<file path="src/rtl/riscv_pkg.sv">
// Shared register-file types for the writeback slice.
// Holds the data width, the register address width and the request record
// that travels through the long-latency result FIFO.
package riscv_pkg;

  localparam int XLEN       = 32;
  localparam int REG_ADDR_W = 5;
  localparam int REG_COUNT  = 32;

  typedef struct packed {
    logic [REG_ADDR_W-1:0] addr;
    logic [XLEN-1:0]       data;
  } wb_req_t;

endpackage

</file>
<file path="src/rtl/wb_arbiter_if.sv">
// Writeback bus bundle: single-cycle write, long-latency valid/ready result,
// issue/decode hazard query and the register-file write port.
//
// Handshake: a long-latency result transfers on a rising clock edge where
// lp_valid and lp_ready are both high. lp_ready depends only on registered
// state (never on lp_valid). While lp_valid is high and lp_ready is low the
// producer holds lp_addr/lp_data stable.
interface wb_arbiter_if;
  import riscv_pkg::*;

  logic                  main_wr_en;
  logic [REG_ADDR_W-1:0] main_wr_addr;
  logic [XLEN-1:0]       main_wr_data;
  logic                  lp_valid;
  logic                  lp_ready;
  logic [REG_ADDR_W-1:0] lp_addr;
  logic [XLEN-1:0]       lp_data;
  logic                  issue_valid;
  logic [REG_ADDR_W-1:0] issue_addr;
  logic [REG_ADDR_W-1:0] rs1_addr;
  logic [REG_ADDR_W-1:0] rs2_addr;
  logic [REG_ADDR_W-1:0] rd_addr;
  logic                  stall;
  logic                  write_ctrl;
  logic [REG_ADDR_W-1:0] write_addr;
  logic [XLEN-1:0]       write_data;

  // Pipeline side: drives results, issues and decode addresses.
  modport master (
    output main_wr_en, main_wr_addr, main_wr_data,
    output lp_valid, lp_addr, lp_data,
    output issue_valid, issue_addr,
    output rs1_addr, rs2_addr, rd_addr,
    input  lp_ready, stall, write_ctrl, write_addr, write_data
  );

  // Arbiter side.
  modport slave (
    input  main_wr_en, main_wr_addr, main_wr_data,
    input  lp_valid, lp_addr, lp_data,
    input  issue_valid, issue_addr,
    input  rs1_addr, rs2_addr, rd_addr,
    output lp_ready, stall, write_ctrl, write_addr, write_data
  );

endinterface

</file>
<file path="src/rtl/wb_arbiter_fifo.sv">
// wb_fifo: small circular buffer of long-latency writeback requests.
// Pointers wrap modulo DEPTH (power of two); count is one bit wider so that
// full and empty are distinguishable. Push while full and pop while empty
// are ignored.
module wb_fifo
  import riscv_pkg::*;
#(
  parameter int DEPTH = 2,
  localparam int PTR_W = $clog2(DEPTH)
) (
  input  logic           clk,
  input  logic           rst,
  input  logic           push,
  input  wb_req_t        push_data,
  input  logic           pop,
  output wb_req_t        head,
  output logic           full,
  output logic           empty,
  output logic [PTR_W:0] count
);

  wb_req_t          mem_q [DEPTH];
  wb_req_t          mem_d [DEPTH];
  logic [PTR_W-1:0] wr_ptr_q, wr_ptr_d;
  logic [PTR_W-1:0] rd_ptr_q, rd_ptr_d;
  logic [PTR_W:0]   count_q, count_d;
  logic             push_ok;
  logic             pop_ok;

  assign full    = (count_q == (PTR_W+1)'(DEPTH));
  assign empty   = (count_q == '0);
  assign count   = count_q;
  assign head    = mem_q[rd_ptr_q];
  assign push_ok = push & ~full;
  assign pop_ok  = pop & ~empty;

  // Next pointers, occupancy and storage contents.
  always_comb begin
    mem_d    = mem_q;
    wr_ptr_d = wr_ptr_q;
    rd_ptr_d = rd_ptr_q;
    count_d  = count_q;
    if (push_ok) begin
      mem_d[wr_ptr_q] = push_data;
      wr_ptr_d        = wr_ptr_q + PTR_W'(1);
    end
    if (pop_ok) begin
      rd_ptr_d = rd_ptr_q + PTR_W'(1);
    end
    case ({push_ok, pop_ok})
      2'b10:   count_d = count_q + (PTR_W+1)'(1);
      2'b01:   count_d = count_q - (PTR_W+1)'(1);
      default: count_d = count_q;
    endcase
  end

  // Control state register with synchronous reset.
  always_ff @(posedge clk) begin
    if (rst) begin
      wr_ptr_q <= '0;
      rd_ptr_q <= '0;
      count_q  <= '0;
    end else begin
      wr_ptr_q <= wr_ptr_d;
      rd_ptr_q <= rd_ptr_d;
      count_q  <= count_d;
    end
  end

  // Storage needs no reset: entries are only read while count is nonzero.
  always_ff @(posedge clk) begin
    mem_q <= mem_d;
  end

endmodule

</file>
<file path="src/rtl/wb_arbiter.sv">
// wb_arbiter: writeback stage feeding the register file's single write port.
// Single-cycle results always win the port; long-latency results queue in
// wb_fifo and drain whenever the port is free. A 32-entry busy scoreboard
// lets decode stall on RAW/WAW hazards against in-flight long-latency ops.
// Optional feature macro: WB_BYPASS_EN -- when defined, a long-latency result
// arriving with the FIFO empty and the port free is written in the same cycle.
module wb_arbiter
  import riscv_pkg::*;
#(
  parameter int DEPTH = 2,
  localparam int PTR_W = $clog2(DEPTH)
) (
  input logic         clk,
  input logic         rst,
  wb_arbiter_if.slave bus
);

  logic [REG_COUNT-1:0]  busy_q, busy_d;
  logic                  main_valid;
  logic                  lp_ready;
  logic                  lp_fire;
  logic                  bypass;
  logic                  push;
  logic                  pop;
  wb_req_t               push_data;
  wb_req_t               head;
  logic                  full;
  logic                  empty;
  logic [PTR_W:0]        count;
  logic                  busy_clr_en;
  logic [REG_ADDR_W-1:0] busy_clr_addr;
  logic                  wr_ctrl;
  logic [REG_ADDR_W-1:0] wr_addr;
  logic [XLEN-1:0]       wr_data;

  // A write to x0 is not a real write and does not claim the port.
  assign main_valid = bus.main_wr_en & (bus.main_wr_addr != '0);

  // Ready comes from registered occupancy only, forced low during reset.
  assign lp_ready     = ~rst & (count < (PTR_W+1)'(DEPTH));
  assign lp_fire      = bus.lp_valid & lp_ready;
  assign bus.lp_ready = lp_ready;

`ifdef WB_BYPASS_EN
  assign bypass = lp_fire & empty & ~main_valid;
`else
  assign bypass = 1'b0;
`endif

  assign push           = lp_fire & ~bypass & ~full;
  assign push_data.addr = bus.lp_addr;
  assign push_data.data = bus.lp_data;

  wb_fifo #(.DEPTH(DEPTH)) u_fifo (
    .clk       (clk),
    .rst       (rst),
    .push      (push),
    .push_data (push_data),
    .pop       (pop),
    .head      (head),
    .full      (full),
    .empty     (empty),
    .count     (count)
  );

  // Write-port arbitration: main, then bypassed lp result, then FIFO head.
  always_comb begin
    wr_ctrl       = 1'b0;
    wr_addr       = '0;
    wr_data       = '0;
    pop           = 1'b0;
    busy_clr_en   = 1'b0;
    busy_clr_addr = '0;
    if (!rst) begin
      if (main_valid) begin
        wr_ctrl = 1'b1;
        wr_addr = bus.main_wr_addr;
        wr_data = bus.main_wr_data;
      end else if (bypass) begin
        wr_ctrl       = (bus.lp_addr != '0);
        wr_addr       = bus.lp_addr;
        wr_data       = bus.lp_data;
        busy_clr_en   = 1'b1;
        busy_clr_addr = bus.lp_addr;
      end else if (!empty) begin
        pop           = 1'b1;
        wr_ctrl       = (head.addr != '0);
        wr_addr       = head.addr;
        wr_data       = head.data;
        busy_clr_en   = 1'b1;
        busy_clr_addr = head.addr;
      end
    end
  end

  assign bus.write_ctrl = wr_ctrl;
  assign bus.write_addr = wr_addr;
  assign bus.write_data = wr_data;

  // Scoreboard update: clear on retire, then set on issue so set wins.
  always_comb begin
    busy_d = busy_q;
    if (busy_clr_en) begin
      busy_d[busy_clr_addr] = 1'b0;
    end
    if (bus.issue_valid && (bus.issue_addr != '0)) begin
      busy_d[bus.issue_addr] = 1'b1;
    end
  end

  // Scoreboard register with synchronous reset.
  always_ff @(posedge clk) begin
    if (rst) begin
      busy_q <= '0;
    end else begin
      busy_q <= busy_d;
    end
  end

  // Hazard check uses the scoreboard as it stood at the start of the cycle.
  assign bus.stall = ~rst & (busy_q[bus.rs1_addr] | busy_q[bus.rs2_addr] |
                             busy_q[bus.rd_addr]);

endmodule

</file>
<file path="src/flat_wrapper.sv">
// flat-port wrapper written by rule: the top's interface ports become plain ports
module wb_arbiter_flat import riscv_pkg::*;
#(
  parameter int DEPTH = 2,
  localparam int PTR_W = $clog2(DEPTH)
)
  (clk, rst, bus_main_wr_en, bus_main_wr_addr, bus_main_wr_data, bus_lp_valid, bus_lp_addr, bus_lp_data, bus_issue_valid, bus_issue_addr, bus_rs1_addr, bus_rs2_addr, bus_rd_addr, bus_lp_ready, bus_stall, bus_write_ctrl, bus_write_addr, bus_write_data);
  wb_arbiter_if bus_i ();
  input logic clk;
  input logic rst;
  input wire logic [$bits(bus_i.main_wr_en)-1:0] bus_main_wr_en;
  input wire logic [$bits(bus_i.main_wr_addr)-1:0] bus_main_wr_addr;
  input wire logic [$bits(bus_i.main_wr_data)-1:0] bus_main_wr_data;
  input wire logic [$bits(bus_i.lp_valid)-1:0] bus_lp_valid;
  input wire logic [$bits(bus_i.lp_addr)-1:0] bus_lp_addr;
  input wire logic [$bits(bus_i.lp_data)-1:0] bus_lp_data;
  input wire logic [$bits(bus_i.issue_valid)-1:0] bus_issue_valid;
  input wire logic [$bits(bus_i.issue_addr)-1:0] bus_issue_addr;
  input wire logic [$bits(bus_i.rs1_addr)-1:0] bus_rs1_addr;
  input wire logic [$bits(bus_i.rs2_addr)-1:0] bus_rs2_addr;
  input wire logic [$bits(bus_i.rd_addr)-1:0] bus_rd_addr;
  output wire logic [$bits(bus_i.lp_ready)-1:0] bus_lp_ready;
  output wire logic [$bits(bus_i.stall)-1:0] bus_stall;
  output wire logic [$bits(bus_i.write_ctrl)-1:0] bus_write_ctrl;
  output wire logic [$bits(bus_i.write_addr)-1:0] bus_write_addr;
  output wire logic [$bits(bus_i.write_data)-1:0] bus_write_data;
  assign bus_i.main_wr_en = bus_main_wr_en;
  assign bus_i.main_wr_addr = bus_main_wr_addr;
  assign bus_i.main_wr_data = bus_main_wr_data;
  assign bus_i.lp_valid = bus_lp_valid;
  assign bus_i.lp_addr = bus_lp_addr;
  assign bus_i.lp_data = bus_lp_data;
  assign bus_i.issue_valid = bus_issue_valid;
  assign bus_i.issue_addr = bus_issue_addr;
  assign bus_i.rs1_addr = bus_rs1_addr;
  assign bus_i.rs2_addr = bus_rs2_addr;
  assign bus_i.rd_addr = bus_rd_addr;
  assign bus_lp_ready = bus_i.lp_ready;
  assign bus_stall = bus_i.stall;
  assign bus_write_ctrl = bus_i.write_ctrl;
  assign bus_write_addr = bus_i.write_addr;
  assign bus_write_data = bus_i.write_data;
  wb_arbiter #(.DEPTH(DEPTH)) u_core (.clk(clk), .rst(rst), .bus(bus_i));
endmodule
</file>
<file path="config.mk">
export PLATFORM = sky130hd
export DESIGN_NAME = wb_arbiter_flat
export DESIGN_NICKNAME = d
export VERILOG_FILES = /design/src/rtl/riscv_pkg.sv /design/src/rtl/wb_arbiter_if.sv /design/src/rtl/wb_arbiter_fifo.sv /design/src/rtl/wb_arbiter.sv /design/src/flat_wrapper.sv
export SDC_FILE = /design/constraint.sdc
export NUM_CORES = 1
export LEC_CHECK = 0
export ABC_AREA = 1
export CORE_UTILIZATION = 40
export CTS_BUF_LIST = sky130_fd_sc_hd__clkbuf_2 sky130_fd_sc_hd__clkbuf_4 sky130_fd_sc_hd__clkbuf_8
export DETAILED_ROUTE_END_ITERATION = 8
export MAX_ROUTING_LAYER = met4
export PLACE_DENSITY = 0.68
export SKIP_LAST_GASP = 1
export SYNTH_ARGS = -nofsm -noshare
export SYNTH_HDL_FRONTEND = slang
export SYNTH_SLANG_ARGS = --single-unit
</file>
<file path="constraint.sdc">
create_clock -name clk -period 3.8 [get_ports clk]
set_input_delay 0.76 -clock clk [delete_from_list [all_inputs] [get_ports clk]]
set_output_delay 0.76 -clock clk [all_outputs]
set_load 0.05 [all_outputs]
</file>
== Word level (Yosys, flattened, before mapping) ==
Index checks and enable logic that the tools add are counted.

* Register bits: 110
* Bits of input ports: 99
* Output and inout bits: 40
* Logic and storage cells: 85

* Add/subtract/negate cells: 4
* Order comparisons: 11
* Eq/ne operators: 3
* Mux-type cells: 33
* Bitwise logic cells: 17
* Reductions and logical operators: 9

{| class="wikitable"
|+ Operator list
! cell !! count
|-
| $mux W32 || 5
|-
| $mux W37 || 4
|-
| $bwmux W74 || 1
|-
| $demux W37 S1 || 1
|-
| $and A32 B32 Y32 || 1
|-
| $not A32 Y32 || 1
|-
| $or A32 B32 Y32 || 1
|-
| $lt A5 B6 Y1 const B || 5
|-
| $mux W5 || 5
|-
| $bmux W1 S5 || 3
|-
| $reduce_bool A5 Y1 || 3
|-
| $mux W1 || 11
|-
| $demux W1 S5 || 2
|-
| $ge A5 B1 Y1 const B || 2
|-
| $and A1 B1 Y1 || 7
|-
| $eq A2 B2 Y1 const B || 2
|-
| $ge A2 B2 Y1 const B || 2
|-
| $logic_and A1 B1 Y1 || 4
|-
| $not A1 Y2 || 2
|-
| $pmux W2 S2 || 1
|-
| $not A1 Y1 || 3
|-
| $add A1 B1 Y1 const B || 2
|-
| $add A2 B1 Y2 const B || 1
|-
| $eq A2 B1 Y1 const B || 1
|-
| other kinds (6) || 7
|}

== Depth between registers and ports, before layout ==
Gate-level depths: netlist (run 1).

* Word-level depth: 16
* Gate-level depth with buffers: 13
* Gate-level depth less buffers: 11

== Hierarchy ==
Synthesis (run 1) repeated with hierarchy kept, for this count alone.

* Cell total of the unflattened synthesis: 740
* Area total of the unflattened synthesis: 5954.5 um2

{| class="wikitable"
|+ Modules (own cells, without submodules)
! module !! times used !! cells each !! area an instance (um2)
|-
| wb_arbiter || 1 || 509 || 3011.6
|-
| wb_fifo || 1 || 231 || 2942.8
|}

== Least setup slack after synthesis (run 1) ==
No wires, ideal clock.

* Path type: input to register
* Start: in rst
* End: reg u_core.u_fifo.mem_q[0] (netlist name) (enable)
* Library setup time: 0.433 ns
* Arrival time: 3.514 ns
* Slack: -0.147 ns
* Stages on the path: 4
* Cell sequence: clkbuf_1 -> nor2_1 -> nand2_1 -> nor2_1

* Longest elaborated chain between the ends: 5

{| class="wikitable"
|+ Ends and longest elaborated chain
! what !! RTL line !! source
|-
| from (decl) || flat_wrapper.sv:10 || <nowiki>input logic rst;</nowiki>
|-
| $not A1 Y1 || wb_arbiter.sv:40 || <nowiki>assign lp_ready = ~rst & (count < (PTR_W+1)'(DEPTH));</nowiki>
|-
| $and A1 B1 Y1 || wb_arbiter.sv:40 ||
|-
| via bus_lp_ready || flat_wrapper.sv:22 || <nowiki>output wire logic [$bits(bus_i.lp_ready)-1:0] bus_lp_ready;</nowiki>
|-
| $and A1 B1 Y1 || wb_arbiter.sv:41 || <nowiki>assign lp_fire = bus.lp_valid & lp_ready;</nowiki>
|-
| $and A1 B1 Y1 || wb_arbiter.sv:50 || <nowiki>assign push = lp_fire & ~bypass & ~full;</nowiki>
|-
| $and A1 B1 Y1 || wb_arbiter_fifo.sv:34 || <nowiki>assign push_ok = push & ~full;</nowiki>
|-
| to (signal assigned) || wb_arbiter_fifo.sv:72 || <nowiki>mem_q <= mem_d;</nowiki>
|-
| to (decl) || wb_arbiter_fifo.sv:22 || <nowiki>wb_req_t mem_q [DEPTH];</nowiki>
|}

The timed path passes the listed nets, and every way through them passes these cells.
A chain may end at the register's enable or synchronous reset.

== Worst setup path after layout (run 1) ==
* Start: in bus_rs1_addr[1]
* End: out bus_stall

* Longest elaborated chain between the ends: 5

{| class="wikitable"
|+ Ends and longest elaborated chain
! what !! RTL line !! source
|-
| from (decl) || flat_wrapper.sv:19 || <nowiki>input wire logic [$bits(bus_i.rs1_addr)-1:0] bus_rs1_addr;</nowiki>
|-
| $bmux W1 S5 || wb_arbiter.sv:121 || <nowiki>assign bus.stall = ~rst & (busy_q[bus.rs1_addr] | busy_q[bus.rs2_addr] |</nowiki>
|-
| $mux W1 (not written as such) || wb_arbiter.sv:121 ||
|-
| $or A1 B1 Y1 (2 in series) || wb_arbiter.sv:121 ||
|-
| $and A1 B1 Y1 || wb_arbiter.sv:121 ||
|-
| to (decl) || flat_wrapper.sv:23 || <nowiki>output wire logic [$bits(bus_i.stall)-1:0] bus_stall;</nowiki>
|}

No other way between the ends. The select of a mux whose other input is x is not followed.

==> results of run 1 <==
-- critical path: stages --
cell	delay (ns)
clkdlybuf4s50_1	0.71
inv_1	0.23
nand3_1	0.13
nand3_1	0.07
nand3_1	0.09
nand3_1	0.08
nand2_1	0.07
nor2_1	0.06
a21oi_1	0.22
buf_12	0.17
-- final timing paths --
path	from	to	cells after the start
worst max-delay path	bus_rs1_addr[1]	bus_stall	10
worst min-delay path	u_core.busy_q[1]	u_core.busy_q[1]	2
worst max register to register	u_core.u_fifo.count[1]	u_core.u_fifo.count[1]	10
worst min register to register	u_core.busy_q[1]	u_core.busy_q[1]	2
-- cell families (layout without fill, tap and decap cells) --
family,count (synthesis),in the layout,synth area share [%]
and+or+nand+nor,388,388,28.2
xor gates and xnor gates,2,2,0.307
AOI/OAI and AO/OA,98,98,10.8
buffers and inverters,127,268,8.88
DFF,110,110,51.5
adders and majority gates,1,1,0.219
-- power by group through the flow --
stage / Combinational, mW / Sequential (mW) / Clock [mW]
after floorplan: 0.338 / 1.36 / 0
after global placement: 0.679 / 1.37 / 0
after detailed placement: 0.680 / 1.37 / 0
after CTS: 0.682 / 1.34 / 0.664
after global routing: 0.724 / 1.34 / 0.714
final: 0.677 / 1.34 / 0.653
-- flip-flops by register name (all words and copies together), names as in the netlist --
register / flops
u_core.busy_q: 32
u_core.u_fifo.count: 2
u_core.u_fifo.mem_q: 74
u_core.u_fifo.wr_ptr_q: 1
u_core.u_fifo.rd_ptr_q: 1
-- per-stage QoR --
| step | TNS (ns) | cell area, µm² | power, mW | hold WS [ns] | utilization [%] |
|---|---|---|---|---|---|
| final | 0 | 7900 | 2.67 | 0.533 | 56.9 |
| after global routing | 0 | 7900 | 2.78 | 0.535 | 56.9 |
| after CTS | 0 | 7900 | 2.69 | 0.520 | 56.9 |
| after detailed placement | 0 | 7720 | 2.05 | 0.500 | 55.6 |
| after global placement | 0 | 7720 | 2.05 | 0.508 | 55.6 |
| after floorplan | -9.66 | 5710 | 1.70 | 0.432 | - |
-- placed cells by master, fill, tap and decap left out, drive strengths merged --
master	synthesis	layout
clkdlybuf4s50	0	98
edfxtp	74	74
nand3	82	82
nor2	86	86
clkinv	1	4
o21ai	28	28
ha	1	1
clkbuf	19	11
nand4	4	4
inv	96	97
dfxtp	36	36
nor3	5	5
a21oi	37	37
nand2	208	208
or2	3	3
xor2	2	2
o32ai	32	32
a31oi	1	1
buf	11	57
clkinvlp	0	1
-- per-layer routing --
| metal | share of wire (%) | wire length, µm |
|---|---|---|
| met2 | 46 | 7770 |
| met3 | 7.9 | 1330 |
| met1 | 42 | 7110 |
| met4 | 3.4 | 570 |
| met5 | 0 | 0 |
-- synth_stat cells, types with 2 or more instances --
| cell | count |
|---|---|
| nand2_1 | 205 |
| dfxtp_1 | 36 |
| clkbuf_1 | 19 |
| inv_2 | 7 |
| inv_1 | 89 |
| buf_2 | 6 |
| nor2_1 | 78 |
| o21ai_0 | 24 |
| edfxtp_1 | 74 |
| o32ai_1 | 32 |
| o21ai_1 | 2 |
| nand3_1 | 82 |
| o21ai_2 | 2 |
| or2_0 | 2 |
| buf_4 | 4 |
| nor3_1 | 5 |
| xor2_1 | 2 |
| nand2_2 | 3 |
| nor2_2 | 8 |
| a21oi_1 | 37 |
| nand4_1 | 4 |
-- area by class of cell --
| cell class | instances | area [µm²] | share of cell area [%] |
|---|---|---|---|
| Timing Repair Buffer | 155 | 1910 | 24.2 |
| Clock inverter | 5 | 35.0 | 0.444 |
| Tap cell | 180 | 225 | 2.85 |
| Sequential cell | 110 | 2940 | 37.3 |
| Clock buffer | 11 | 145 | 1.84 |
| Inverter | 97 | 364 | 4.61 |
| Multi-Input combinational cell | 489 | 2270 | 28.8 |
==> flow_summary.json, run 1 <==
{
  "fill_cells": 1251,
  "r2r_setup_slack_ns": 1.85,
  "core-area_um2": 13900,
  "num_antenna_cells": 0,
  "peakVddDrop_mv": 0.226,
  "grt_setup_unrepaired": "false",
  "place_inst": 1031,
  "cap_violations": 0,
  "yosys.area.top_type": "edfxtp_1",
  "fin_crit_sh_pct": 88.1,
  "hp-class": "flip-flop to flip-flop",
  "max_slew.worst_pin.slew_ns": 0.638,
  "grt_use_met1_pct": 30.1,
  "drc_errors": 0,
  "required_ns": 3.04,
  "grt_use_met3_pct": 5.78,
  "internal-power_mw": 1.88,
  "cts_root_buf": "clkbuf_8",
  "p_seq_share_pct": 50.2,
  "clock-sinks": 110,
  "syn_to_final_growth_pct": 38.3,
  "start_kind": "input port",
  "top_usage_layer": "met2",
  "hold_viol": 0,
  "fin_nets": 962,
  "fmax_mhz": 299,
  "io_pins": 139,
  "critPathCaptureType": "output pin",
  "die_y_um": 121,
  "grt_max_degree": 39,
  "antenna_found_initial": 0,
  "clk_latency_ns": 0.37,
  "ys_ff_latch": 110,
  "start_util_pct": 41.1,
  "port-buffer-count": 138,
  "fin_cells": 1047,
  "place_congestion": 0.938,
  "worst_slack_ns": 0.453,
  "grt_first_pass_wirelength_um": 26200,
  "powerDensity_nw_per_um2": 338,
  "synth_seq_area_share_pct": 51.5,
  "cts_setup_buffers": 0,
  "totalWireLength_um": 16800,
  "wl_per_cell_um": 16.0,
  "crit_arrival_ns": 2.59,
  "dp.final_hpwl_um": 12400,
  "postCtsResizedCells": 0,
  "status": "finished, final reports clean",
  "vias_per_cell": 5.16,
  "avgSynthCellArea_um2": 7.86,
  "p_leak_nw": 3.10,
  "drt-pass1-iter-count": 5,
  "p_comb_share_pct": 25.4,
  "relSlewSlack_pct": 57.3,
  "finalSetupViolCount": 0,
  "cts.clk_slew.worst_paths_ns": 0.10,
  "critPathKind": "input port to output pin",
  "finalMaxSlewViolations": 0,
  "tritoncts": "done",
  "synth-edff-count": 74,
  "power_switching_mw": 0.786,
  "gr-usage-all-layers_pct": 24.0,
  "syn_nets": 826,
  "hold_buffers": 0,
  "cts.path.max_buffers": 2,
  "crit_fanout": 10,
  "synthTopCellsByArea": "edfxtp_1 39%, nand2_1 13%, dfxtp_1 13%",
  "ys_warn_count": 0,
  "synth_top_area_share_pct": 38.9,
  "dr_total_vias": 5401,
  "clockPowerShare_pct": 24.4,
  "drive_above_1_share_pct": 10.8,
  "rows": 43,
  "synth_cell_types": 26,
  "switching_share_pct": 29.4,
  "async_reset_ff_share_pct": 0,
  "grt_pass1_vias": 5173,
  "dp_slack_ns": 0.465,
  "netlist_instances": 726,
  "synth_area_um2": 5710,
  "drtAntennaViolNets": 0,
  "use_met2_pct": 37.0,
  "die_width_um": 121,
  "htreeDepth": 3,
  "ys.flop_type": "edfxtp_1",
  "grt_overflow": 0,
  "fin_crit_ns": 3.35,
  "fin_worst_skew_ns": 0.0104,
  "numCtsBuffers": 9,
  "dieArea_um2": 14800,
  "drtIter0Drc": 404
}
Note: power is estimated with default switching activity, not from simulation.
==> inputs of run 2 (changes only) <==
--- a/config.mk
+++ b/config.mk
@@ -6,9 +6,11 @@
 export NUM_CORES = 1
 export LEC_CHECK = 0
 export ABC_AREA = 1
+export CORE_ASPECT_RATIO = 1.4
 export CORE_UTILIZATION = 40
 export CTS_BUF_LIST = sky130_fd_sc_hd__clkbuf_2 sky130_fd_sc_hd__clkbuf_4 sky130_fd_sc_hd__clkbuf_8
 export DETAILED_ROUTE_END_ITERATION = 8
+export GPL_ROUTABILITY_DRIVEN = 0
 export MAX_ROUTING_LAYER = met4
 export PLACE_DENSITY = 0.68
 export SKIP_LAST_GASP = 1
==> run 2 against run 1 <==
- worst hold slack got worse by 0.024 ns
- clock-buffer cell count fell by 2
- clock skew fell by 0.0015 ns
- final cell count barely moved
- combinational power barely moved
==> flow_summary.json, run 2 (synthesis results as in run 1) <==
{
  "drive_above_1_share_pct": 10.3,
  "drtIter0Drc": 293,
  "hp-class": "flip-flop to flip-flop",
  "regMostFlops": "u_core.u_fifo.mem_q",
  "numCtsBuffers": 9,
  "vias_per_cell": 5.21,
  "relSlewSlack_pct": 53.4,
  "io_pins": 139,
  "hold_end": "u_core.busy_q[26]",
  "whs_path_depth": 2,
  "drc_errors": 0,
  "critPathKind": "input port to output pin",
  "num_antenna_cells": 0,
  "cts.clk_slew.worst_paths_ns": 0.10,
  "cts.path.max_buffers": 2,
  "critPathCaptureType": "output pin",
  "grt_overflow": 0,
  "worst_slack_ns": 0.327,
  "tritoncts": "done",
  "htreeDepth": 3,
  "hold_viol": 0,
  "die_width_um": 103,
  "rr_startpoint": "u_core.u_fifo.count[1]",
  "rr_worst_depth": 10,
  "status": "finished, final reports clean",
  "slowest_delay_ns": 0.64,
  "postCtsResizedCells": 0,
  "wl_per_cell_um": 16.2,
  "core-area_um2": 13900,
  "clk_latency_ns": 0.38,
  "fmax_mhz": 288,
  "dieArea_um2": 14800,
  "cap_violations": 0,
  "port-buffer-count": 138,
  "start_kind": "input port",
  "start_util_pct": 41.0,
  "fin_crit_ns": 3.47,
  "power_mw": 2.68,
  "place_area_um2": 7700,
  "cts_root_buf": "clkbuf_8",
  "path_common_cell": "nand2_1",
  "rows": 51,
  "max_slew.worst_pin.slew_ns": 0.696,
  "hold_buffers": 0,
  "antenna_found_initial": 0,
  "fin_crit_sh_pct": 91.4,
  "die_y_um": 143,
  "dp_slack_ns": 0.329,
  "required_ns": 3.04,
  "powerDensity_nw_per_um2": 340,
  "finalMaxSlewViolations": 0,
  "grt_max_degree": 39,
  "gr-usage-all-layers_pct": 25.3,
  "mostFrequentLayoutCells": "205 x nand2_1, 98 x clkdlybuf4s50_1, 89 x inv_1",
  "dp.final_hpwl_um": 12300,
  "totalWireLength_um": 17000,
  "cp_slowest_cell": "clkdlybuf4s50_1",
  "peakVddDrop_mv": 0.234,
  "grt_first_pass_wirelength_um": 26900,
  "drtAntennaViolNets": 0,
  "grt_setup_unrepaired": "false",
  "largest_reg_flops": 74,
  "clock-sinks": 110,
  "r2r_setup_slack_ns": 1.82,
  "finalSetupViolCount": 0,
  "layout_commonest_cell": "nand2_1",
  "syn_to_final_growth_pct": 38.0,
  "cp_cell_sequence": "clkdlybuf4s50_1 -> clkinv_1 -> nand3_1 -> nand3_1 -> nand2_1 -> nand2_1 -> nand2_1 -> nand2_1 -> nand2_1 -> inv_1 -> a21oi_1 -> buf_12",
  "final_design_area_no_fill_um2": 7880,
  "worstReg2RegEnd": "u_core.u_fifo.count[1]",
  "dr_total_vias": 5450,
  "crit_fanout": 9,
  "drt-pass1-iter-count": 5,
  "p_leak_nw": 3.08,
  "fin_nets": 957,
  "fin_util_pct": 56.6,
  "crit_arrival_ns": 2.71,
  "cts_setup_buffers": 0,
  "grt_pass1_vias": 5252,
  "fin_worst_skew_ns": 0.00890,
  "hold_start": "u_core.busy_q[26]"
}
## run 2: through the flow
| stage | setup TNS, ns | hold WS [ns] | std cells |
|---|---|---|---|
| floorplan | -9.66 | 0.432 | 726 |
| global placement | 0 | 0.484 | 1031 |
| detailed placement | 0 | 0.494 | 1031 |
| CTS | 0 | 0.506 | 1046 |
| global route | 0 | 0.516 | 1046 |
| finish | 0 | 0.509 | 1046 |
## run 2: final cells by class
type                            count  area [µm²]
Clock buffer                        9         124
Multi-Input combinational cell    489        2270
Timing Repair Buffer              150        1880
Clock inverter                      6        55.1
Fill cell                        1318        6030
Inverter                           97         364
Tap cell                          185         231
Sequential cell                   110        2940
## run 2: power by group
| group | switching (mW) | leakage [nW] | internal, mW |
|---|---|---|---|
| sequential | 0.0196 | 0.970 | 1.32 |
| combinational | 0.378 | 2.02 | 0.297 |
| clock | 0.415 | 0.0922 | 0.248 |
## run 2: routing by layer
metal | routed length [µm] | GRT usage (%) | share of wire [%]
met4 | 658 | 12.0 | 3.9
met2 | 8390 | 41.1 | 49
met5 | 0 | - | 0
met1 | 6520 | 29.1 | 38
met3 | 1400 | 6.27 | 8.2
## run 2: worst max-delay path by stage
stage	start	end	slack, ns	cells past startpoint
2_1_floorplan	rst	u_core.u_fifo.mem_q[0]	-0.15	4
3_5_place_dp	bus_rd_addr[1]	bus_stall	0.33	12
5_1_grt	bus_rd_addr[1]	bus_stall	0.15	12
6_report	bus_rd_addr[1]	bus_stall	0.33	12
3_3_place_gp	bus_rd_addr[1]	bus_stall	0.37	12
4_1_cts	bus_rd_addr[1]	bus_stall	0.32	12
## run 2: worst max-delay path: cells and delay by family
| family | cells | cell delay [ns] |
|---|---|---|
| compound gates | 1 | 0.26 |
| buf+inv | 4 | 1.15 |
| simple gates | 7 | 0.55 |
==> inputs of run 3 (changes only) <==
--- a/config.mk
+++ b/config.mk
@@ -5,7 +5,6 @@
 export SDC_FILE = /design/constraint.sdc
 export NUM_CORES = 1
 export LEC_CHECK = 0
-export ABC_AREA = 1
 export CORE_ASPECT_RATIO = 1.4
 export CORE_UTILIZATION = 40
 export CTS_BUF_LIST = sky130_fd_sc_hd__clkbuf_2 sky130_fd_sc_hd__clkbuf_4 sky130_fd_sc_hd__clkbuf_8
==> run 3 against run 2 <==
- sequential cell count did not move
- critical path depth decreased by 6
- worst hold slack improved by 0.0047 ns
- clock skew grew 0.011 ns
- clock power up 3.9%
- routed wire length down 13%
- final area down 0.33%
- register-to-register slack lost 0.32 ns
- final cell count decreased by 21%
- sequential power hardly changed
- first-iteration DRC count decreased by 23%
- setup slack got worse by 0.25 ns
==> flow_summary.json, run 3 <==
{
  "status": "finished, final reports clean",
  "layout_commonest_cell": "clkdlybuf4s50_1",
  "die_width_um": 102,
  "dp.final_hpwl_um": 11200,
  "cts_root_buf": "clkbuf_8",
  "num_antenna_cells": 0,
  "dr_total_vias": 4606,
  "start_kind": "input port",
  "yosys.area.top_type": "edfxtp_1",
  "clockPowerShare_pct": 25.1,
  "crit_fanout": 39,
  "whs_ns": 0.514,
  "internal-power_mw": 1.92,
  "regMostFlops": "u_core.u_fifo.mem_q",
  "slowest_delay_ns": 0.55,
  "synth-edff-count": 74,
  "ys_warn_count": 0,
  "crit_arrival_ns": 2.96,
  "cts_setup_buffers": 0,
  "ys.flop_type": "edfxtp_1",
  "die_y_um": 142,
  "fin_crit_sh_pct": 97.9,
  "cp_slowest_cell": "or4_4",
  "grt_setup_unrepaired": "true",
  "clock-sinks": 110,
  "finalMaxSlewViolations": 0,
  "port-buffer-count": 138,
  "netlist_instances": 501,
  "synthTopCellsByArea": "edfxtp_1 40%, dfxtp_1 13%, mux2i_1 8.8%",
  "fin_nets": 740,
  "largest_reg_flops": 74,
  "path_buf_inv": 2,
  "whs_path_depth": 2,
  "vias_per_cell": 5.57,
  "crit_cells": 6,
  "tritoncts": "done",
  "fin_tns_setup_ns": 0,
  "totalWireLength_um": 14700,
  "required_ns": 3.04,
  "grt_max_degree": 44,
  "dieArea_um2": 14500,
  "clk_latency_ns": 0.38,
  "drt-pass1-iter-count": 5,
  "rows": 50,
  "max_slew.worst_pin.slew_ns": 0.760,
  "fin_worst_skew_ns": 0.0203,
  "rr_worst_depth": 7,
  "switching_share_pct": 30.3,
  "start_util_pct": 41.5,
  "cts.path.max_buffers": 2,
  "core-area_um2": 13500,
  "powerDensity_nw_per_um2": 350,
  "numCtsBuffers": 9,
  "fmax_mhz": 269,
  "drive_above_1_share_pct": 16.6,
  "p_leak_nw": 2.64,
  "ys_ff_latch": 110,
  "p_seq_share_pct": 49.3,
  "wl_per_cell_um": 17.8,
  "synth_top_area_share_pct": 39.7,
  "synth_area_um2": 5600,
  "peakVddDrop_mv": 0.215,
  "drtIter0Drc": 226,
  "relSlewSlack_pct": 49.4,
  "cap_violations": 0,
  "mostFrequentLayoutCells": "98 x clkdlybuf4s50_1, 74 x edfxtp_1, 68 x nand2_1",
  "synth_common_cells": "74 x edfxtp_1, 68 x nand2_1, 56 x o21ai_0, 49 x mux2i_1",
  "grt_pass1_vias": 4729,
  "cp_cell_sequence": "clkdlybuf4s50_1 -> or4_4 -> o21ai_4 -> nand3b_4 -> o21ai_0 -> buf_12",
  "htreeDepth": 3,
  "p_comb_share_pct": 25.6,
  "cts.clk_slew.worst_paths_ns": 0.11,
  "critPathKind": "input port to output pin",
  "drc_errors": 0,
  "antenna_found_initial": 0,
  "path_delay_family": "simple AND/OR/NAND/NOR gates",
  "syn_nets": 601,
  "drtAntennaViolNets": 0,
  "syn_to_final_growth_pct": 40.1,
  "power_switching_mw": 0.833,
  "async_reset_ff_share_pct": 0,
  "gr-usage-all-layers_pct": 21.3,
  "synth_cell_types": 50,
  "io_pins": 139,
  "finalSetupViolCount": 0,
  "hp-class": "flip-flop to flip-flop",
  "grt_overflow": 0,
  "fin_crit_ns": 3.72,
  "fill_cells": 1141,
  "avgSynthCellArea_um2": 11.2,
  "grt_first_pass_wirelength_um": 23000,
  "hold_viol": 0,
  "fin_util_pct": 58.1,
  "critPathCaptureType": "output pin",
  "yosys.cell_count.top_type": "edfxtp_1",
  "synth_seq_area_share_pct": 52.5
}
==> run 3: power by group through the flow <==
| stage | Clock [mW] | Sequential [mW] | Combinational (mW) |
|---|---|---|---|
| floorplan | 0 | 1.37 | 0.373 |
| global placement | 0 | 1.38 | 0.696 |
| detailed placement | 0 | 1.38 | 0.705 |
| CTS | 0.701 | 1.36 | 0.707 |
| global route | 0.744 | 1.36 | 0.744 |
| finish | 0.689 | 1.36 | 0.704 |
==> run 3: path summary, 6_finish.rpt <==
| path | from | endpoint | slack (ns) |
|---|---|---|---|
| max | bus_main_wr_addr[3] | bus_write_data[22] | 0.08 |
| min | u_core.busy_q[12] | u_core.busy_q[12] | 0.51 |
| max reg2reg | u_core.u_fifo.count[1] | u_core.u_fifo.count[1] | 1.50 |
| min reg2reg | u_core.busy_q[12] | u_core.busy_q[12] | 0.51 |
==> run 3: worst reg2reg max path, delay by kind of cell, from the launching register on <==
kind / cells / cell delay (ns)
buffers and inverters: 2 / 0.34
adder cells (fa/ha/maj): 1 / 0.31
AO/OA/AOI/OAI: 1 / 0.14
AND/OR/NAND/NOR: 3 / 1.10
flip-flops: 1 / 0.35
==> run 3: kinds of logic (layout without fill, tap and decap cells) <==
group / count (synthesis) / in the layout / share of synthesized area, %
flops: 110 / 110 / 52.5
fa+ha+maj: 1 / 1 / 0.223
xor+xnor: 4 / 4 / 0.625
mux: 70 / 70 / 16.2
buf+inv: 38 / 182 / 2.81
simple gates: 148 / 148 / 13.6
compound gates: 130 / 130 / 14.0
==> run 3: routing by layer <==
| layer | vias to the layer above | track usage, % | share of wire, % |
|---|---|---|---|
| li1 | 2185 | - | - |
| met1 | 2145 | 24.1 | 39 |
| met2 | 222 | 36.0 | 51 |
| met3 | 54 | 3.73 | 6.3 |
| met4 | 0 | 10.5 | 3.6 |
| met5 | - | - | 0 |
==> run 3: metrics by stage <==
| step | instances | power [mW] | worst slack [ns] | cell area, µm² |
|---|---|---|---|---|
| 2_1_floorplan | 501 | 1.74 | -0.0659 | 5610 |
| 3_3_place_gp | 811 | 2.08 | 0.119 | 7650 |
| 3_5_place_dp | 811 | 2.09 | 0.0888 | 7650 |
| 4_1_cts | 827 | 2.76 | 0.0649 | 7840 |
| 5_1_grt | 827 | 2.85 | -0.0396 | 7850 |
| 6_report | 827 | 2.75 | 0.0782 | 7850 |
==> run 3: what timing repair did <==
action,CTS,global route
hold buffers,0,0
endpoints found under the hold margin,0,0
resized for setup,0,2
endpoints found under the setup margin,0,23
==> run 3: area by class of cell <==
type | count | area (µm²) | area share (%)
inverter | 8 | 30.0 | 0.383
multi-input combinational | 353 | 2520 | 32.1
tap | 182 | 228 | 2.90
clock buffer | 9 | 124 | 1.58
clock inverter | 7 | 71.3 | 0.909
sequential | 110 | 2940 | 37.5
timing repair buffer | 158 | 1930 | 24.6
